**src/rtl/matrix_capture_if.sv**
```systemverilog
// Pin and readback bundle for the LED-matrix capture block.
// master = pin driver / reader side, slave = the capture block.
interface matrix_capture_if #(
    parameter int CNT_W = 8
);
    logic             cclk;
    logic             csdi;
    logic             le;
    logic             rclk;
    logic             rsdi;
    logic             oeb;
    logic [3:0]       rd_row;
    logic             err_clr;
    logic [15:0]      rd_data;
    logic [15:0]      row_sel;
    logic [3:0]       cur_row;
    logic             row_valid;
    logic             frame_done;
    logic [CNT_W-1:0] frame_count;
    logic             proto_err;

    modport master (
        output cclk, csdi, le, rclk, rsdi, oeb, rd_row, err_clr,
        input  rd_data, row_sel, cur_row, row_valid, frame_done, frame_count, proto_err
    );

    modport slave (
        input  cclk, csdi, le, rclk, rsdi, oeb, rd_row, err_clr,
        output rd_data, row_sel, cur_row, row_valid, frame_done, frame_count, proto_err
    );
endinterface

```
**src/rtl/matrix_capture.sv**
```systemverilog
// Snoops the 16x16 LED-matrix serial pins and rebuilds the displayed frame.
// Define MATRIX_CAPTURE_OEB_QUAL_EN to commit rows on OEB fall instead of LE rise.
module matrix_capture #(
    parameter int SYNC_STAGES = 2,
    parameter int CNT_W       = 8
) (
    input  logic            clk,
    input  logic            reset_n,
    matrix_capture_if.slave bus
);
    localparam int NP = 6;

    logic [NP-1:0]    pins;
    logic [NP-1:0]    sync_q [SYNC_STAGES];
    logic [NP-1:0]    sync_d [SYNC_STAGES];
    logic [NP-1:0]    prev_q, prev_d, pin_s;
    logic [15:0]      col_sr_q, col_sr_d;
    logic [15:0]      row_sel_q, row_sel_d;
    logic [15:0]      col_latch_q, col_latch_d;
    logic [15:0]      frame_q [16];
    logic [15:0]      frame_d [16];
    logic [15:0]      rd_data_q, rd_data_d;
    logic             frame_done_q, frame_done_d;
    logic [CNT_W-1:0] frame_count_q, frame_count_d;
    logic             proto_err_q, proto_err_d;
    logic             cclk_rise, le_rise, rclk_rise, oeb_fall;
    logic             row_valid, wr_ev;
    logic [3:0]       cur_row;
    logic [15:0]      wr_data;

    // Pin order: {oeb, rsdi, rclk, le, csdi, cclk}
    assign pins = {bus.oeb, bus.rsdi, bus.rclk, bus.le, bus.csdi, bus.cclk};

    always_comb begin
        sync_d[0] = pins;
        for (int i = 1; i < SYNC_STAGES; i++) sync_d[i] = sync_q[i-1];
        pin_s  = sync_q[SYNC_STAGES-1];
        prev_d = pin_s;
    end

    assign cclk_rise = pin_s[0] & ~prev_q[0];
    assign le_rise   = pin_s[2] & ~prev_q[2];
    assign rclk_rise = pin_s[3] & ~prev_q[3];
    assign oeb_fall  = ~pin_s[5] & prev_q[5];

`ifndef MATRIX_CAPTURE_OEB_QUAL_EN
    logic unused_oeb;
    assign unused_oeb = oeb_fall;
`endif

    assign row_valid = (row_sel_q != 16'd0) && ((row_sel_q & (row_sel_q - 16'd1)) == 16'd0);

    always_comb begin
        cur_row = 4'd0;
        if (row_valid) begin
            for (int i = 0; i < 16; i++) if (row_sel_q[i]) cur_row = 4'(i);
        end
    end

    always_comb begin
        col_sr_d      = cclk_rise ? {col_sr_q[14:0], pin_s[1]} : col_sr_q;
        row_sel_d     = rclk_rise ? {row_sel_q[14:0], pin_s[4]} : row_sel_q;
        col_latch_d   = le_rise ? col_sr_q : col_latch_q;
        frame_d       = frame_q;
        frame_done_d  = 1'b0;
        frame_count_d = frame_count_q;
        proto_err_d   = bus.err_clr ? 1'b0 : proto_err_q;
        // Write source and row are the pre-shift values when edges coincide.
`ifdef MATRIX_CAPTURE_OEB_QUAL_EN
        wr_ev   = oeb_fall;
        wr_data = col_latch_d;
`else
        wr_ev   = le_rise;
        wr_data = col_sr_q;
`endif
        if (wr_ev) begin
            if (row_valid) begin
                frame_d[cur_row] = wr_data;
                if (cur_row == 4'd15) begin
                    frame_done_d  = 1'b1;
                    frame_count_d = frame_count_q + 1'b1;
                end
            end else begin
                proto_err_d = 1'b1;
            end
        end
        rd_data_d = frame_q[bus.rd_row];
    end

    always_ff @(posedge clk or negedge reset_n) begin
        if (!reset_n) begin
            for (int i = 0; i < SYNC_STAGES; i++) sync_q[i] <= '0;
            for (int i = 0; i < 16; i++) frame_q[i] <= '0;
            prev_q        <= '0;
            col_sr_q      <= '0;
            row_sel_q     <= '0;
            col_latch_q   <= '0;
            rd_data_q     <= '0;
            frame_done_q  <= 1'b0;
            frame_count_q <= '0;
            proto_err_q   <= 1'b0;
        end else begin
            for (int i = 0; i < SYNC_STAGES; i++) sync_q[i] <= sync_d[i];
            for (int i = 0; i < 16; i++) frame_q[i] <= frame_d[i];
            prev_q        <= prev_d;
            col_sr_q      <= col_sr_d;
            row_sel_q     <= row_sel_d;
            col_latch_q   <= col_latch_d;
            rd_data_q     <= rd_data_d;
            frame_done_q  <= frame_done_d;
            frame_count_q <= frame_count_d;
            proto_err_q   <= proto_err_d;
        end
    end

    assign bus.rd_data     = rd_data_q;
    assign bus.row_sel     = row_sel_q;
    assign bus.cur_row     = cur_row;
    assign bus.row_valid   = row_valid;
    assign bus.frame_done  = frame_done_q;
    assign bus.frame_count = frame_count_q;
    assign bus.proto_err   = proto_err_q;
endmodule

```
**src/flat_wrapper.sv**
```systemverilog
// flat-port wrapper written by rule: the top's interface ports become plain ports
module matrix_capture_flat 
#(
    parameter int SYNC_STAGES = 2,
    parameter int CNT_W       = 8
)
  (clk, reset_n, bus_cclk, bus_csdi, bus_le, bus_rclk, bus_rsdi, bus_oeb, bus_rd_row, bus_err_clr, bus_rd_data, bus_row_sel, bus_cur_row, bus_row_valid, bus_frame_done, bus_frame_count, bus_proto_err);
  matrix_capture_if #(.CNT_W(CNT_W)) bus_i ();
  input  logic clk;
  input  logic reset_n;
  input wire logic [$bits(bus_i.cclk)-1:0] bus_cclk;
  input wire logic [$bits(bus_i.csdi)-1:0] bus_csdi;
  input wire logic [$bits(bus_i.le)-1:0] bus_le;
  input wire logic [$bits(bus_i.rclk)-1:0] bus_rclk;
  input wire logic [$bits(bus_i.rsdi)-1:0] bus_rsdi;
  input wire logic [$bits(bus_i.oeb)-1:0] bus_oeb;
  input wire logic [$bits(bus_i.rd_row)-1:0] bus_rd_row;
  input wire logic [$bits(bus_i.err_clr)-1:0] bus_err_clr;
  output wire logic [$bits(bus_i.rd_data)-1:0] bus_rd_data;
  output wire logic [$bits(bus_i.row_sel)-1:0] bus_row_sel;
  output wire logic [$bits(bus_i.cur_row)-1:0] bus_cur_row;
  output wire logic [$bits(bus_i.row_valid)-1:0] bus_row_valid;
  output wire logic [$bits(bus_i.frame_done)-1:0] bus_frame_done;
  output wire logic [$bits(bus_i.frame_count)-1:0] bus_frame_count;
  output wire logic [$bits(bus_i.proto_err)-1:0] bus_proto_err;
  assign bus_i.cclk = bus_cclk;
  assign bus_i.csdi = bus_csdi;
  assign bus_i.le = bus_le;
  assign bus_i.rclk = bus_rclk;
  assign bus_i.rsdi = bus_rsdi;
  assign bus_i.oeb = bus_oeb;
  assign bus_i.rd_row = bus_rd_row;
  assign bus_i.err_clr = bus_err_clr;
  assign bus_rd_data = bus_i.rd_data;
  assign bus_row_sel = bus_i.row_sel;
  assign bus_cur_row = bus_i.cur_row;
  assign bus_row_valid = bus_i.row_valid;
  assign bus_frame_done = bus_i.frame_done;
  assign bus_frame_count = bus_i.frame_count;
  assign bus_proto_err = bus_i.proto_err;
  matrix_capture #(.SYNC_STAGES(SYNC_STAGES), .CNT_W(CNT_W)) u_core (.clk(clk), .reset_n(reset_n), .bus(bus_i));
endmodule
```
**config.mk**
```make
export PLATFORM = sky130hd
export DESIGN_NAME = matrix_capture_flat
export DESIGN_NICKNAME = d
export VERILOG_FILES = /design/src/rtl/matrix_capture_if.sv /design/src/rtl/matrix_capture.sv /design/src/flat_wrapper.sv
export SDC_FILE = /design/constraint.sdc
export NUM_CORES = 1
export LEC_CHECK = 0
export BUFFER_PORTS_ARGS = -buffer_cell sky130_fd_sc_hd__buf_2
export CAP_MARGIN = 5
export CORE_MARGIN = 2
export CORE_UTILIZATION = 40
export DETAILED_ROUTE_END_ITERATION = 8
export HOLD_SLACK_MARGIN = 0.1
export PLACE_DENSITY = 0.58
export SETUP_SLACK_MARGIN = 0.3
export SKIP_LAST_GASP = 1
export SLEW_MARGIN = 15
export SYNTH_ARGS = -nofsm -noshare
export SYNTH_HDL_FRONTEND = slang
export SYNTH_SLANG_ARGS = --single-unit
```
**constraint.sdc**
```tcl
create_clock -name clk -period 3.83 [get_ports clk]
set_input_delay 0.5745 -clock clk [delete_from_list [all_inputs] [get_ports clk]]
set_output_delay 0.5745 -clock clk [all_outputs]
set_load 0.02 [all_outputs]
```
==> results of run 1 <==
-- registers in the layout, summed over array words and instances (netlist names) --
register	count
u_core.bus.row_sel	16
u_core.pin_s	5
u_core.frame_q	256
u_core.col_sr_q	16
u_core.bus.rd_data	16
u_core.sync_d	5
u_core.bus.proto_err	1
u_core.bus.frame_count	8
u_core.prev_q	3
u_core.bus.frame_done	1
-- metrics by stage --
stage / total power, mW / std cells / utilization (%) / worst slack (ns) / hold WS, ns
detailed placement: 6.52 / 1362 / 43.5 / 0.474 / 0.337
CTS: 9.95 / 1430 / 46.8 / 0.271 / 0.130
global placement: 6.49 / 1362 / 43.5 / 0.501 / 0.333
global route: 10.4 / 1433 / 47.0 / 0.177 / 0.130
finish: 9.91 / 1433 / 47.0 / 0.286 / 0.108
floorplan: 5.81 / 877 / - / 0.550 / 0.279
-- path summary, 6_finish.rpt --
check,end,cells past startpoint,start
worst max-delay path,bus_cur_row[0],7,u_core.bus.row_sel[0]
worst min-delay path,u_core.bus.row_sel[9],1,reset_n
worst max register to register,u_core.frame_q[116],9,u_core.bus.row_sel[0]
worst min register to register,u_core.pin_s[1],0,u_core.sync_d[1]
max in group asynchronous,u_core.frame_q[56],2,reset_n
min in group clk,u_core.sync_d[4],1,bus_rsdi
-- placed cells by master, fill, tap and decap left out, types with 7 or more instances in the layout --
cell	count
mux2_2	270
mux2_4	10
mux4_2	80
buf_2	51
dfrtp_1	322
buf_12	15
nor2_1	8
nand2_1	8
inv_1	7
nor3_4	7
buf_4	29
o21ai_0	9
clkbuf_1	15
clkbuf_16	37
-- area by class of cell --
type	count	area, µm²
Timing Repair Buffer	99	822
Clock inverter	4	52.6
Inverter	8	35.0
Multi-Input combinational cell	477	5950
Clock buffer	57	1050
Tap cell	461	577
Sequential cell	327	8190
Fill cell	3142	18800
-- power groups by stage --
stage | Combinational (mW) | Sequential (mW) | Clock (mW)
after floorplan | 1.43 | 4.39 | 0
after global placement | 1.88 | 4.61 | 0
after detailed placement | 1.91 | 4.62 | 0
after CTS | 1.98 | 4.56 | 3.41
after global routing | 2.19 | 4.67 | 3.54
final | 2.03 | 4.57 | 3.31
-- logic make-up after synthesis --
family	share of synthesized area (%)
muxes	35.0
DFF	56.9
buffers and inverters	2.32
and+or+nand+nor	3.63
AOI/OAI and AO/OA	1.59
xor gates and xnor gates	0.426
adders and majority gates	0.156
-- routing by layer --
layer / routed length (µm) / up-vias / global-route usage (%) / part of all wire, %
met5: 0 / - / 0 / 0
met4: 632 / 0 / 4.24 / 1.9
met3: 1590 / 48 / 2.64 / 4.8
met2: 15200 / 145 / 27.3 / 46
met1: 15500 / 4245 / 27.1 / 47
li1: - / 3429 / - / -
-- repair_timing --
action                     4_1_cts  5_1_grt
setup buffers                    7        3
hold endpoints to repair         0        0
pin swaps                        5        2
setup endpoints to repair        5        5
gates resized for setup         13        9
hold buffers                     0        0
==> results.cfg, run 1 <==
[status]
status = complete, no violations

[setup_path]
r2r_slack_ns = 0.42
cp_num_buf_inv = 2
cp_data_arrival_time_ns = 2.97
cpMostUsedCell = or4_4
cp-start-kind = flop
cp_slowest_cell = or4_4
crit_type = reg2out
cp.required_ns = 3.26
path_max_fanout = 4
slowest_delay_ns = 0.56
crit_family = simple AND/OR/NAND/NOR gates
cp_cell_sequence = or4_4 > or4_4 > a2111oi_4 > nand4_4 > buf_12 > nor2_4 > buf_6
endpoint_kind = primary output

[min_path]
hp-class = in2async

[pwr]
cellLeakagePower_nw = 7.96
pwr-share-comb_pct = 20.5
power_density_nw_per_um2 = 594
p_sw_mw = 3.02
peakVddDrop_v = 0.000455
clockPowerShare_pct = 33.4
power_frac_seq_pct = 46.1
intPower_mw = 6.89
switching_share_pct = 30.5

[placed_design]
io_buffers = 58
place_congestion = 0.808
placed_cell_area_um2 = 15400
place_hpwl_um = 17300

[yosys]
synth_common_cells = dfrtp_1, mux2_2, mux4_2, clkbuf_1, buf_2
dominantRegCellSynth = dfrtp_1
synth_seq_area_share_pct = 56.9
yosysMostFrequentCell = dfrtp_1
netlist-cell-type-count = 56
async_reset_ff_share_pct = 100
syn_inst = 877
netlist.area_leader.share_pct = 56.9
netlist_top_cells_area = dfrtp_1, mux2_2, mux4_2
syn_area_um2 = 14400
synth.avg_cell_area_um2 = 16.4
ys_ff_latch = 327
ys_warn_count = 0
synth.net_count = 891
synth_edf_count = 0
synth_top_area_cell = dfrtp_1

[clocking]
numCtsBuffers = 37
root_buffer = clkbuf_16
clock_sinks = 327
h-tree-depth = 2
clock_path_buffers = 3
clk_pin_slew_worst_paths_ns = 0.06
clkLatencyLatePin_ns = 0.53
cts_tree = done

[timing]
worstMarginPinSlew_ns = 0.834
maxSlewHeadroom_pct = 44.4
hold_viol = 0
fin_skew_ns = 0.0180
setup-violations-final = 0
min_period_ns = 3.54
rsz0062_at_grt = yes
tns_ns = 0
fmax_mhz = 282
drv_slew = 0
period_share_pct = 92.5

[die]
die_h_um = 194
die_w_um = 194
die_area_um2 = 37500
design.core.area_um2 = 35500
num_rows = 69
io-pin-count = 60
initial_core_util_pct = 40.6

[global_routing]
gr-usage-all-layers_pct = 17.9
grt_pass1_vias = 8186
overflow = 0
antenna_found_initial = 0
grt_max_degree = 103
grt_pass1_wl_um = 51400

[routing]
wirelength_um = 33000
ant_nets = 0
wl_per_cell_um = 23.0
first_pass_iters = 4
vias = 7867
drt_iter0_markers = 364
detail_route.vias_per_cell = 5.49
drcViolationCount = 0

[layout]
layout-drive-gt1-share_pct = 55.7
fin_nets = 964
syn_to_final_growth_pct = 15.9
postLayoutCellArea_um2 = 16700
diodes = 0

[run]
drv_cap = 0
No activity file was read; power rests on OpenSTA's default activity.
==> inputs of run 2 (changes only) <==
Settings changed: PLACE_DENSITY 0.58 to 0.64.
==> run 2 against run 1 <==
Against the previous run: clock skew down 0.0079 ns; highest routed layer unchanged; non-clock buffer count fell by 2; first-iteration DRC count up 5.2%.
==> results.cfg, run 2 (synthesized netlist as in run 1, its figures left out) <==
[routing]
first_pass_iters = 4
drt_iter0_markers = 383
wirelength_um = 30700
ant_nets = 0
drcViolationCount = 0
detail_route.vias_per_cell = 5.46
wl_per_cell_um = 21.5
vias = 7804

[layout]
postLayoutCellArea_um2 = 16600
fin_nets = 960
final_cells = 1430
largest_register = u_core.frame_q
syn_to_final_growth_pct = 15.3
diodes = 0
mostFrequentLayoutCell = dfrtp_1
largest_reg_flops = 256
layout-drive-gt1-share_pct = 55.6
final_cell_mix = dfrtp_1, mux2_2, mux4_2

[die]
die_area_um2 = 37500
die_w_um = 194
die_h_um = 194
initial_core_util_pct = 40.6
num_rows = 69
io-pin-count = 60
design.core.area_um2 = 35500

[timing]
tns_ns = 0
hold_viol = 0
worstMarginPinSlew_ns = 0.792
fmax_mhz = 285
fin_skew_ns = 0.0101
setup-violations-final = 0
rsz0062_at_grt = yes
min_period_ns = 3.51
whs_ns = 0.101
maxSlewHeadroom_pct = 46.8
drv_slew = 0
setup_ws_ns = 0.316
period_share_pct = 91.7

[setup_path]
crit_type = reg2out
r2r_end = u_core.frame_q[107]
cp.required_ns = 3.26
cp-start-kind = flop
cp_data_arrival_time_ns = 2.94
path_max_fanout = 6
cp_cell_sequence = or4_4 > or4_4 > a2111oi_4 > nand4_4 > a21oi_2 > buf_6
slowest_delay_ns = 0.57
reg2regPathDepth = 8
r2r_slack_ns = 0.51
cpMostUsedCell = or4_4
endpoint_kind = primary output
cp_slowest_cell = or4_4
r2r_start = u_core.bus.row_sel[1]

[pwr]
cellLeakagePower_nw = 7.94
power_frac_seq_pct = 46.9
intPower_mw = 6.77
power_density_nw_per_um2 = 585
p_sw_mw = 2.94
peakVddDrop_v = 0.000519
switching_share_pct = 30.3
clockPowerShare_pct = 32.9
pwr-share-comb_pct = 20.2

[global_routing]
grt_pass1_vias = 8375
grt_pass1_wl_um = 49400
use_met1_pct = 24.1
overflow = 0
top_usage_layer = met2
gr-usage-all-layers_pct = 16.9
grt_use_met2_pct = 27.8
met3_usage_pct = 2.28
antenna_found_initial = 0
grt_max_degree = 96

[clocking]
clock_sinks = 327
postCtsHoldBufs = 0
cts_tree = done
root_buffer = clkbuf_16
clk_pin_slew_worst_paths_ns = 0.06
numCtsBuffers = 35
clkLatencyLatePin_ns = 0.50
clock_path_buffers = 3
h-tree-depth = 2

[placed_design]
io_buffers = 58
post-place-ws_ns = 0.430
placed_cell_area_um2 = 15400
place_hpwl_um = 17000
place_congestion = 0.819
dp_cells = 1360

[status]
status = complete, no violations

[min_path]
hp-class = in2async

[run]
drv_cap = 0
run 2: how the worst max path moves through the flow:
| stage | from | to | slack (ns) | depth (start not counted) |
|---|---|---|---|---|
| after floorplan | u_core.bus.row_sel[1] | u_core.frame_q[16] | 0.55 | 9 |
| after global routing | u_core.bus.row_sel[1] | bus_cur_row[2] | 0.20 | 6 |
| after detailed placement | u_core.bus.row_sel[1] | u_core.frame_q[14] | 0.43 | 7 |
| after global placement | u_core.bus.row_sel[1] | u_core.frame_q[14] | 0.46 | 7 |
| final | u_core.bus.row_sel[1] | bus_cur_row[2] | 0.32 | 6 |
| after CTS | u_core.bus.row_sel[1] | bus_cur_row[2] | 0.30 | 6 |
run 2: timing repair:
| action | CTS | global route |
|---|---|---|
| pin swaps | 3 | 1 |
| gates resized for setup | 13 | 3 |
| setup buffers | 9 | 1 |
| setup endpoints to repair | 5 | 5 |
run 2: layout make-up:
| cell class | count | area, µm² |
|---|---|---|
| fillers | 3070 | 18900 |
| flip-flops and latches | 327 | 8190 |
| multi-input cells | 477 | 5940 |
| clock buffers | 52 | 1030 |
| repair buffers | 97 | 779 |
| well taps | 461 | 577 |
| clock inverters | 8 | 45.0 |
| inverters | 8 | 35.0 |
run 2: stage by stage:
stage          power (mW)  util, %
6_report             9.70     46.8
5_1_grt              10.2     46.8
4_1_cts              9.80     46.7
3_5_place_dp         6.49     43.4
3_3_place_gp         6.45     43.4
2_1_floorplan        5.81        -
run 2: worst max-delay path: cells and delay by family (launching register included):
| family | cells | cell delay [ns] |
|---|---|---|
| buffers and inverters | 1 | 0.14 |
| and+or+nand+nor | 3 | 1.25 |
| DFF | 1 | 0.41 |
| AOI/OAI and AO/OA | 2 | 0.63 |
run 2: metal layers:
metal,vias up,share of wire (%)
met3,38,3.9
met4,0,1.5
met1,4202,46
met5,-,0
li1,3439,-
met2,125,49
run 2: power by group through the flow:
stage / combinational [mW] / clock [mW] / sequential [mW]
CTS: 1.97 / 3.28 / 4.55
floorplan: 1.43 / 0 / 4.39
finish: 1.96 / 3.19 / 4.55
global placement: 1.86 / 0 / 4.59
detailed placement: 1.88 / 0 / 4.61
global route: 2.13 / 3.44 / 4.66
